===== config.mk =====
export PLATFORM = sky130hd
export DESIGN_NAME = opu_reflect_sequencer
export DESIGN_NICKNAME = d
export VERILOG_FILES = /design/src/rtl/opu_seq_pkg.sv /design/src/rtl/opu_seq_timer.sv /design/src/rtl/opu_reflect_sequencer.sv
export SDC_FILE = /design/constraint.sdc
export NUM_CORES = 1
export LEC_CHECK = 0
export BUFFER_PORTS_ARGS = -buffer_cell sky130_fd_sc_hd__clkbuf_2
export CAP_MARGIN = 25
export CORE_ASPECT_RATIO = 2
export CORE_MARGIN = 2
export CORE_UTILIZATION = 58
export DETAILED_ROUTE_END_ITERATION = 8
export PLACE_DENSITY_LB_ADDON = 0.25
export SYNTH_ARGS = -nofsm -noshare
export SYNTH_HDL_FRONTEND = slang
export SYNTH_HIERARCHICAL = 1
export SYNTH_SLANG_ARGS = --single-unit

===== constraint.sdc =====
create_clock -name SYS_CLK -period 3.9 [get_ports SYS_CLK]
set_input_delay 0.195 -clock SYS_CLK [delete_from_list [all_inputs] [get_ports SYS_CLK]]
set_output_delay 0.195 -clock SYS_CLK [all_outputs]
set_load 0.01 [all_outputs]

===== src/rtl/opu_seq_pkg.sv =====
// Shared types and constants for the reflect sweep sequencer.
package opu_seq_pkg;

  localparam int TYPE_W       = 4;
  localparam int LOOP_LEN_M0  = 12;
  localparam int LOOP_LEN_M12 = 3;

  localparam int MODE_B0 = 0;
  localparam int MODE_B1 = 1;
  localparam int MODE_B2 = 2;

  typedef enum logic [2:0] {
    ST_IDLE   = 3'd0,
    ST_CLEAR  = 3'd1,
    ST_DWELL  = 3'd2,
    ST_STEP   = 3'd3,
    ST_SETTLE = 3'd4,
    ST_DONE   = 3'd5,
    ST_ABORT  = 3'd6
  } seq_state_e;

  // Bit0 takes priority and selects the long loop; bit1/bit2 select the short loop.
  function automatic logic [TYPE_W-1:0] last_type_idx(input logic [3:0] mode);
    return mode[MODE_B0] ? TYPE_W'(LOOP_LEN_M0 - 1) : TYPE_W'(LOOP_LEN_M12 - 1);
  endfunction

  function automatic logic mode_valid(input logic [3:0] mode);
    return mode[MODE_B0] | mode[MODE_B1] | mode[MODE_B2];
  endfunction

endpackage


===== src/rtl/opu_seq_timer.sv =====
// Loadable down-counter that saturates at zero; expired is high while the count is zero.
module opu_seq_timer #(
  parameter int CNT_W = 16
) (
  input  logic             SYS_CLK,
  input  logic             SYS_RST,
  input  logic             load,
  input  logic [CNT_W-1:0] load_val,
  input  logic             dec,
  output logic             expired
);

  logic [CNT_W-1:0] cnt_q;

  always_ff @(posedge SYS_CLK or negedge SYS_RST) begin
    if (!SYS_RST) begin
      cnt_q <= '0;
    end else if (load) begin
      cnt_q <= load_val;
    end else if (dec && (cnt_q != '0)) begin
      cnt_q <= cnt_q - CNT_W'(1);
    end
  end

  assign expired = (cnt_q == '0);

endmodule


===== src/rtl/opu_reflect_sequencer.sv =====
// Runs one reflect sweep per start: clear, then dwell/step/settle per type, then done.
module opu_reflect_sequencer
  import opu_seq_pkg::*;
#(
  parameter int CNT_W = 16
) (
  input  logic             SYS_CLK,
  input  logic             SYS_RST,
  input  logic             start_i,
  input  logic             abort_i,
  input  logic [3:0]       mode_i,
  input  logic [CNT_W-1:0] dwell_i,
  input  logic [CNT_W-1:0] settle_i,
  output logic [3:0]       mode_o,
  output logic             ctrl_reset_o,
  output logic             ctrl_update_o,
  output logic             active_o,
  output logic [3:0]       type_idx_o,
  output logic             busy_o,
  output logic             done_o,
  output logic             err_o
);

  seq_state_e        state_q, next_state;
  logic [3:0]        mode_q;
  logic [CNT_W-1:0]  dwell_q, settle_q;
  logic [TYPE_W-1:0] idx_q;
  logic              err_q;

  logic              tmr_load, tmr_dec, tmr_expired;
  logic [CNT_W-1:0]  tmr_val;
  logic              accept;

  assign accept = (state_q == ST_IDLE) && start_i && mode_valid(mode_i);

  // Dwell and settle never overlap, so one timer serves both phases.
  opu_seq_timer #(.CNT_W(CNT_W)) u_timer (
    .SYS_CLK  (SYS_CLK),
    .SYS_RST  (SYS_RST),
    .load     (tmr_load),
    .load_val (tmr_val),
    .dec      (tmr_dec),
    .expired  (tmr_expired)
  );

  always_ff @(posedge SYS_CLK or negedge SYS_RST) begin
    if (!SYS_RST) begin
      state_q <= ST_IDLE;
    end else begin
      state_q <= next_state;
    end
  end

  // Timer is loaded with count-1 so the phase lasts exactly the latched number of cycles.
  always_comb begin
    next_state = state_q;
    tmr_load   = 1'b0;
    tmr_dec    = 1'b0;
    tmr_val    = dwell_q - CNT_W'(1);
    unique case (state_q)
      ST_IDLE: begin
        if (accept) next_state = ST_CLEAR;
      end
      ST_CLEAR: begin
        next_state = ST_DWELL;
        tmr_load   = 1'b1;
      end
      ST_DWELL: begin
        tmr_dec = 1'b1;
        if (tmr_expired) next_state = ST_STEP;
      end
      ST_STEP: begin
        if (idx_q == last_type_idx(mode_q)) begin
          next_state = ST_DONE;
        end else if (settle_q == '0) begin
          next_state = ST_DWELL;
          tmr_load   = 1'b1;
        end else begin
          next_state = ST_SETTLE;
          tmr_load   = 1'b1;
          tmr_val    = settle_q - CNT_W'(1);
        end
      end
      ST_SETTLE: begin
        tmr_dec = 1'b1;
        if (tmr_expired) begin
          next_state = ST_DWELL;
          tmr_load   = 1'b1;
        end
      end
      ST_DONE:  next_state = ST_IDLE;
      ST_ABORT: next_state = ST_IDLE;
      default:  next_state = ST_IDLE;
    endcase
    if (abort_i && (state_q != ST_IDLE) && (state_q != ST_ABORT)) begin
      next_state = ST_ABORT;
    end
  end

  always_ff @(posedge SYS_CLK or negedge SYS_RST) begin
    if (!SYS_RST) begin
      mode_q   <= '0;
      dwell_q  <= CNT_W'(1);
      settle_q <= '0;
      err_q    <= 1'b0;
    end else begin
      err_q <= (state_q == ST_IDLE) && start_i && !mode_valid(mode_i);
      if (accept) begin
        mode_q   <= mode_i;
        dwell_q  <= (dwell_i == '0) ? CNT_W'(1) : dwell_i;
        settle_q <= settle_i;
      end
    end
  end

  // Shadow of the downstream type counter, including its wrap on the final step.
  always_ff @(posedge SYS_CLK or negedge SYS_RST) begin
    if (!SYS_RST) begin
      idx_q <= '0;
    end else if ((next_state == ST_CLEAR) || (next_state == ST_ABORT)) begin
      idx_q <= '0;
    end else if (state_q == ST_STEP) begin
      idx_q <= (idx_q == last_type_idx(mode_q)) ? '0 : idx_q + TYPE_W'(1);
    end
  end

  assign mode_o        = mode_q;
  assign type_idx_o    = idx_q;
  assign err_o         = err_q;
  assign ctrl_reset_o  = (state_q == ST_CLEAR) || (state_q == ST_ABORT);
  assign ctrl_update_o = (state_q == ST_STEP);
  assign active_o      = (state_q == ST_DWELL);
  assign busy_o        = (state_q != ST_IDLE);
  assign done_o        = (state_q == ST_DONE);

endmodule


Word-level counts from Yosys, hierarchy flattened

Index checks and enable logic that the tools add are counted.
Widths: inputs -> output; s select.

$add $sub $neg: 4
Eq/ne operators: 10
Multiplexer cells: 21
Bitwise operators: 2
Reduce and logical (&&, ||, !) cells: 18

Operators with widths:

| operator              | number |
|---|---|
| $mux 16               | 6 |
| $logic_not 16->1      | 3 |
| $sub 16x1->16 const B | 3 |
| $mux 3                | 6 |
| $mux 4                | 4 |
| $reduce_bool 16->1    | 1 |
| $pmux 3 s5            | 1 |
| $eq 3x3->1 const B    | 4 |
| $eq 3x1->1 const B    | 2 |
| $eq 3x2->1 const B    | 2 |
| $logic_and 1x1->1     | 6 |
| $add 4x1->4 const B   | 1 |
| $eq 4x4->1            | 1 |
| $reduce_bool 2->1     | 2 |
| $logic_not 3->1       | 1 |
| $mux 1                | 3 |
| $ne 3x3->1 const B    | 1 |
| $pmux 1 s3            | 1 |
| $reduce_bool 3->1     | 1 |
| $logic_or 1x1->1      | 2 |
| $or 1x1->1            | 2 |
| $reduce_or 2->1       | 1 |
| $logic_not 1->1       | 1 |

Register bits: 60
Input bits: 40
Output and inout bits: 14
Word-level logic and storage cells: 62

Logic depth before layout (Yosys ltp)

Depth after elaboration: 9
Gate-level depth with buffers: 11

Hierarchy

Netlist, hierarchy kept.

Modules (own cells, without submodules):

| module                | times used | cells each | area each (µm²) | sequential area each (µm²) |
|---|---|---|---|---|
| opu_reflect_sequencer | 1          | 313        | 2647.5          | 1102.3 |
| opu_seq_timer         | 1          | 124        | 1054.8          | 400.4 |

Worst setup path before layout

Ideal clock, no wire load.

Path kind: reg-to-reg
From: register state_q[1]
To: register u_timer.cnt_q[15]
Setup time: 0.082 ns
Arrival time: 2.761 ns
Path slack: 1.057 ns
Stages on the path, launching flop included: 10
Period minus slack after synthesis: 2.843 ns
Cell sequence: dfrtp_1 clkbuf_1 nor2b_1 nor2_1 nor2_1 or3b_2 or3_1 buf_2 or4b_1 a31oi_1

Cells in the longest elaborated chain, start to end: 5
Elaborated cells on any way between the ends: 11
Classes of those cells: 4 x eq/ne; 4 x mux; 3 x reduce/logical

RTL lines:

| element                                         | RTL line                    | source |
|---|---|---|
| start: declaration                              | opu_reflect_sequencer.sv:24 | `seq_state_e state_q, next_state;` |
| start signal: assignment                        | opu_reflect_sequencer.sv:50 | `state_q <= next_state;` |
| $eq 3x2->1 / $eq 3x3->1 (equally long branches) | opu_reflect_sequencer.sv:60 | `unique case (state_q)` |
| $reduce_or 2->1 (no source line) (*)            | --                          |  |
| $mux 1 (*)                                      | opu_reflect_sequencer.sv:60 |  |
| via tmr_dec                                     | opu_reflect_sequencer.sv:30 | `logic tmr_load, tmr_dec, tmr_expired;` |
| $logic_and 1x1->1 (*)                           | opu_seq_timer.sv:20         | `end else if (dec && (cnt_q != '0)) begin` |
| $reduce_bool 2->1 (no source line) (*)          | --                          |  |
| end signal: assignment                          | opu_seq_timer.sv:19         | `cnt_q <= load_val;` |
| end signal: assignment                          | opu_seq_timer.sv:21         | `cnt_q <= cnt_q - CNT_W'(1);` |
| end: declaration                                | opu_seq_timer.sv:13         | `logic [CNT_W-1:0] cnt_q;` |

Mark *: on every way through the listed nets, which the timed path passes. The rest lies on a longest branch.
A chain may end at the register's enable or synchronous reset.

Worst setup path after layout

From: register u_timer.cnt_q[7]
To: register u_timer.cnt_q[13]

Cells in the longest elaborated chain, start to end: 4
Elaborated cells on any way between the ends: 9
Classes of those cells: 1 x add/sub; 4 x mux; 4 x reduce/logical

RTL lines:

| element                                             | RTL line                    | source |
|---|---|---|
| $logic_not 16->1 (*)                                | opu_seq_timer.sv:25         | `assign expired = (cnt_q == '0);` |
| via tmr_expired                                     | opu_reflect_sequencer.sv:30 |  |
| $mux 1 (*)                                          | opu_reflect_sequencer.sv:86 | `if (tmr_expired) begin` |
| $pmux 1 s3 (*)                                      | opu_reflect_sequencer.sv:60 |  |
| via tmr_load                                        | opu_reflect_sequencer.sv:30 |  |
| $mux 16 / $reduce_bool 2->1 (equally long branches) | --                          |  |

Mark *: on every way through the listed nets, which the timed path passes. The rest lies on a longest branch. The select of a mux whose other input is x is not followed.

==> impl_metrics.tcl <==
set metrics [dict create \
    status "complete, no violations" \
    r2r_start "u_timer/cnt_q[7]" \
    track_usage_pct 27.3 \
    gp_congestion 0.822 \
    post-route-min-period_ns 3.17 \
    vias 3343 \
    grt_setup_unrepaired "no" \
    synth_edf_count 0 \
    whs_path_depth 3 \
    layout_common_cells "nand2_1 (110), dfrtp_1 (59), clkbuf_2 (53)" \
    ir_drop_mv 0.478 \
    synthArstFlopShare_pct 100 \
    met2_usage_pct 48.5 \
    cts_tree "built" \
    leakage_nw 2.04 \
    p_int_mw 2.01 \
    htreeDepth 3 \
    cts_buffer_depth 2 \
    cp_top_family "simple AND/OR/NAND/NOR gates" \
    start_util_pct 59.2 \
    syn_area_per_cell_um2 8.47 \
    grt_use_met3_pct 6.26 \
    final_common_cell "nand2_1" \
    cts_made_buffers 9 \
    worstSetupPathType "reg -> reg" \
    cts.sinks 60 \
    die-height_um 117 \
    synth_nets 482 \
    seqCellArea_um2 1500 \
    ys_warn_count 6 \
    finClkSkew_ns 0.00364 \
    antenna_found_initial 0 \
    path_depth 8 \
    worst_pin_slew_ns 0.765 \
    grt_pass1_vias 3264 \
    dieArea_um2 7080 \
    p_switching_mw 1.40 \
    ys_ff_latch 60 \
    crit_fanout 21 \
    critPathBufInv 2 \
    synth-seq-area-share_pct 40.6 \
    multiInputGateArea_um2 2080 \
    holdWs_ns 0.0503 \
    critPathLaunch "u_timer/cnt_q[7]" \
    n_antenna_cell 0 \
    slew_viol_final 0 \
    power_density_nw_per_um2 789 \
    drt_iter0_drc 144 \
    syn-cell-area_um2 3700 \
    relSlewSlack_pct 49.0 \
    grt_pass1_wl_um 14300 \
    drt-wirelength-per-cell_um 15.3 \
    top_usage_layer "met2" \
    port_buffers 53 \
    clkTransAtPathRegs_ns 0.05 \
    globalRouteMet1Util_pct 26.7 \
    grt_overflow_total 0 \
    comb_power_share_pct 41.2 \
    worstPathRequired_ns 4.12 \
    fmax_ghz 0.315 \
    grt_start_max_net_pins 36 \
    yosysUniqueCellTypes 62 \
    seq_power_share_pct 36.6 \
    root_buffer "clkbuf_16" \
    finalHoldViolations 0 \
    syn_inst 437 \
    finalCritPeriodShare_pct 81.3 \
    fin_area_um2 4330 \
    drc 0 \
    coreArea_um2 6260 \
    die_width_um 60.5 \
    slowest_delay_ns 0.64 \
    p_clk_share_pct 22.2 \
    drive_gt1_share_pct 18.5 \
    hpwl_um 6660 \
    io_pins 54 \
    post_drt_via_cell_ratio 5.78 \
    ys.flop_type "dfrtp_1" \
    slowest_stage "or4_1" \
    startpoint_type "register" \
    post_cts_buffers 0 \
    cp.arrival_ns 3.39 \
    drt-pass1-iter-count 4 \
    nFillCells 569 \
    total_power_mw 3.41 \
    setup_viol 0 \
    cp_cell_sequence "or4_1 -> nor4_1 -> and2_1 -> a31o_1 -> buf_4 -> inv_1 -> o311a_1 -> a221o_1" \
    areaGrowthSynthToFinish_pct 16.9 \
    switching_share_pct 41.1 \
    max_cap_viol_count 0 \
    drt_wl_total_um 8840 \
    placed_area_um2 4030 \
    r2r.worst_path.cells 8 \
    ant_nets 0 \
    holdCritPathClass "in -> reg" \
    critPathCaptureType "register" \
    totalNegativeSetupSlack_ns 0 \
    nets 533 \
    placementRows 41 \
    min_from "settle_i[5]" \
    clk_latency_ns 0.33 \
]
[cell families (layout without fill, tap and decap cells)]
| family | count (synthesis) | in the layout | share of synthesized area [%] |
|---|---|---|---|
| and+or+nand+nor | 233 | 233 | 31.2 |
| DFF | 60 | 60 | 40.6 |
| buffers and inverters | 30 | 85 | 3.62 |
| xor gates and xnor gates | 27 | 27 | 6.39 |
| adders and majority gates | 5 | 5 | 1.69 |
| muxes | 16 | 16 | 4.33 |
| AOI/OAI and AO/OA | 66 | 66 | 12.2 |
[area by class of cell]
| class | count | share of cell area [%] |
|---|---|---|
| multi-input combinational | 347 | 48.1 |
| clock buffer | 10 | 5.29 |
| timing repair buffer | 59 | 7.23 |
| sequential | 60 | 34.7 |
| inverter | 11 | 0.954 |
| tap | 86 | 2.49 |
| clock inverter | 5 | 1.24 |
[Yosys cell counts (all sizes together) (4+ instances only)]
library cell  instances  area [um^2]
a21oi                 9         48.8
a31oi                 8         50.1
and2                  4         25.0
buf                   6         43.8
clkbuf               13         48.8
dfrtp                59         1480
ha                    5         62.6
inv                  11         41.3
mux2i                16          160
nand2               112          444
nand3                 8         45.0
nor2                 38          153
nor3                 16         80.1
nor4                 12         75.1
o21ai                16         80.1
o31ai                 7         52.6
o41ai                 4         35.0
or2                   4         25.0
or3                  12         85.1
or4                  11         90.1
xnor2                21          184
xor2                  6         52.6
[worst register-to-register path, cell delays in order, from the launching register on]
cell and delay, ns:
dfrtp_1 0.42, or4_1 0.64, nor4_1 0.46, and2_1 0.32
a31o_1 0.18, buf_4 0.23, inv_1 0.34, o311a_1 0.21
a221o_1 0.25
[sequential cells by signal, indices dropped and copies added (netlist names)]
| register | count |
|---|---|
| err_o | 1 |
| state_q | 3 |
| settle_q | 16 |
| type_idx_o | 4 |
| u_timer/cnt_q | 16 |
| dwell_q | 16 |
| mode_o | 4 |
[repair_timing]
item                                    in CTS  in global routing
endpoints found under the setup margin       0                  0
gates resized for setup                      0                  0
endpoints found under the hold margin       29                  0
hold buffers                                 1                  0
[stage by stage]
step | instances | utilization [%] | setup WS [ns]
6_report | 578 | 69.1 | 0.728
3_5_place_dp | 562 | 64.5 | 0.781
4_1_cts | 578 | 69.1 | 0.792
3_3_place_gp | 562 | 64.5 | 0.903
2_1_floorplan | 437 | - | 1.06
5_1_grt | 578 | 69.1 | 0.521
[metal layers]
layer | share of wire [%] | wire [um] | vias to the layer above
met5 | 0 | 0 | -
li1 | - | - | 1640
met1 | 36 | 3210 | 1591
met3 | 3.7 | 324 | 29
met4 | 5.5 | 487 | 0
met2 | 55 | 4820 | 83
[power groups by stage]
stage	logic [mW]	clock network (mW)	registers, mW
global route	1.57	0.793	1.29
global placement	1.36	0	1.23
CTS	1.41	0.767	1.24
finish	1.41	0.758	1.25
floorplan	1.09	0	1.15
detailed placement	1.40	0	1.25
[final timing paths]
kind	endpoint	slack, ns
setup / recovery	u_timer/cnt_q[13]	0.73
hold / removal	settle_q[5]	0.05
setup reg to reg	u_timer/cnt_q[13]	0.73
hold reg to reg	mode_o[3]	0.48
max in group asynchronous	u_timer/cnt_q[10]	2.55
min in group asynchronous	mode_o[0]	0.47
(Power assumes the default switching activity.)
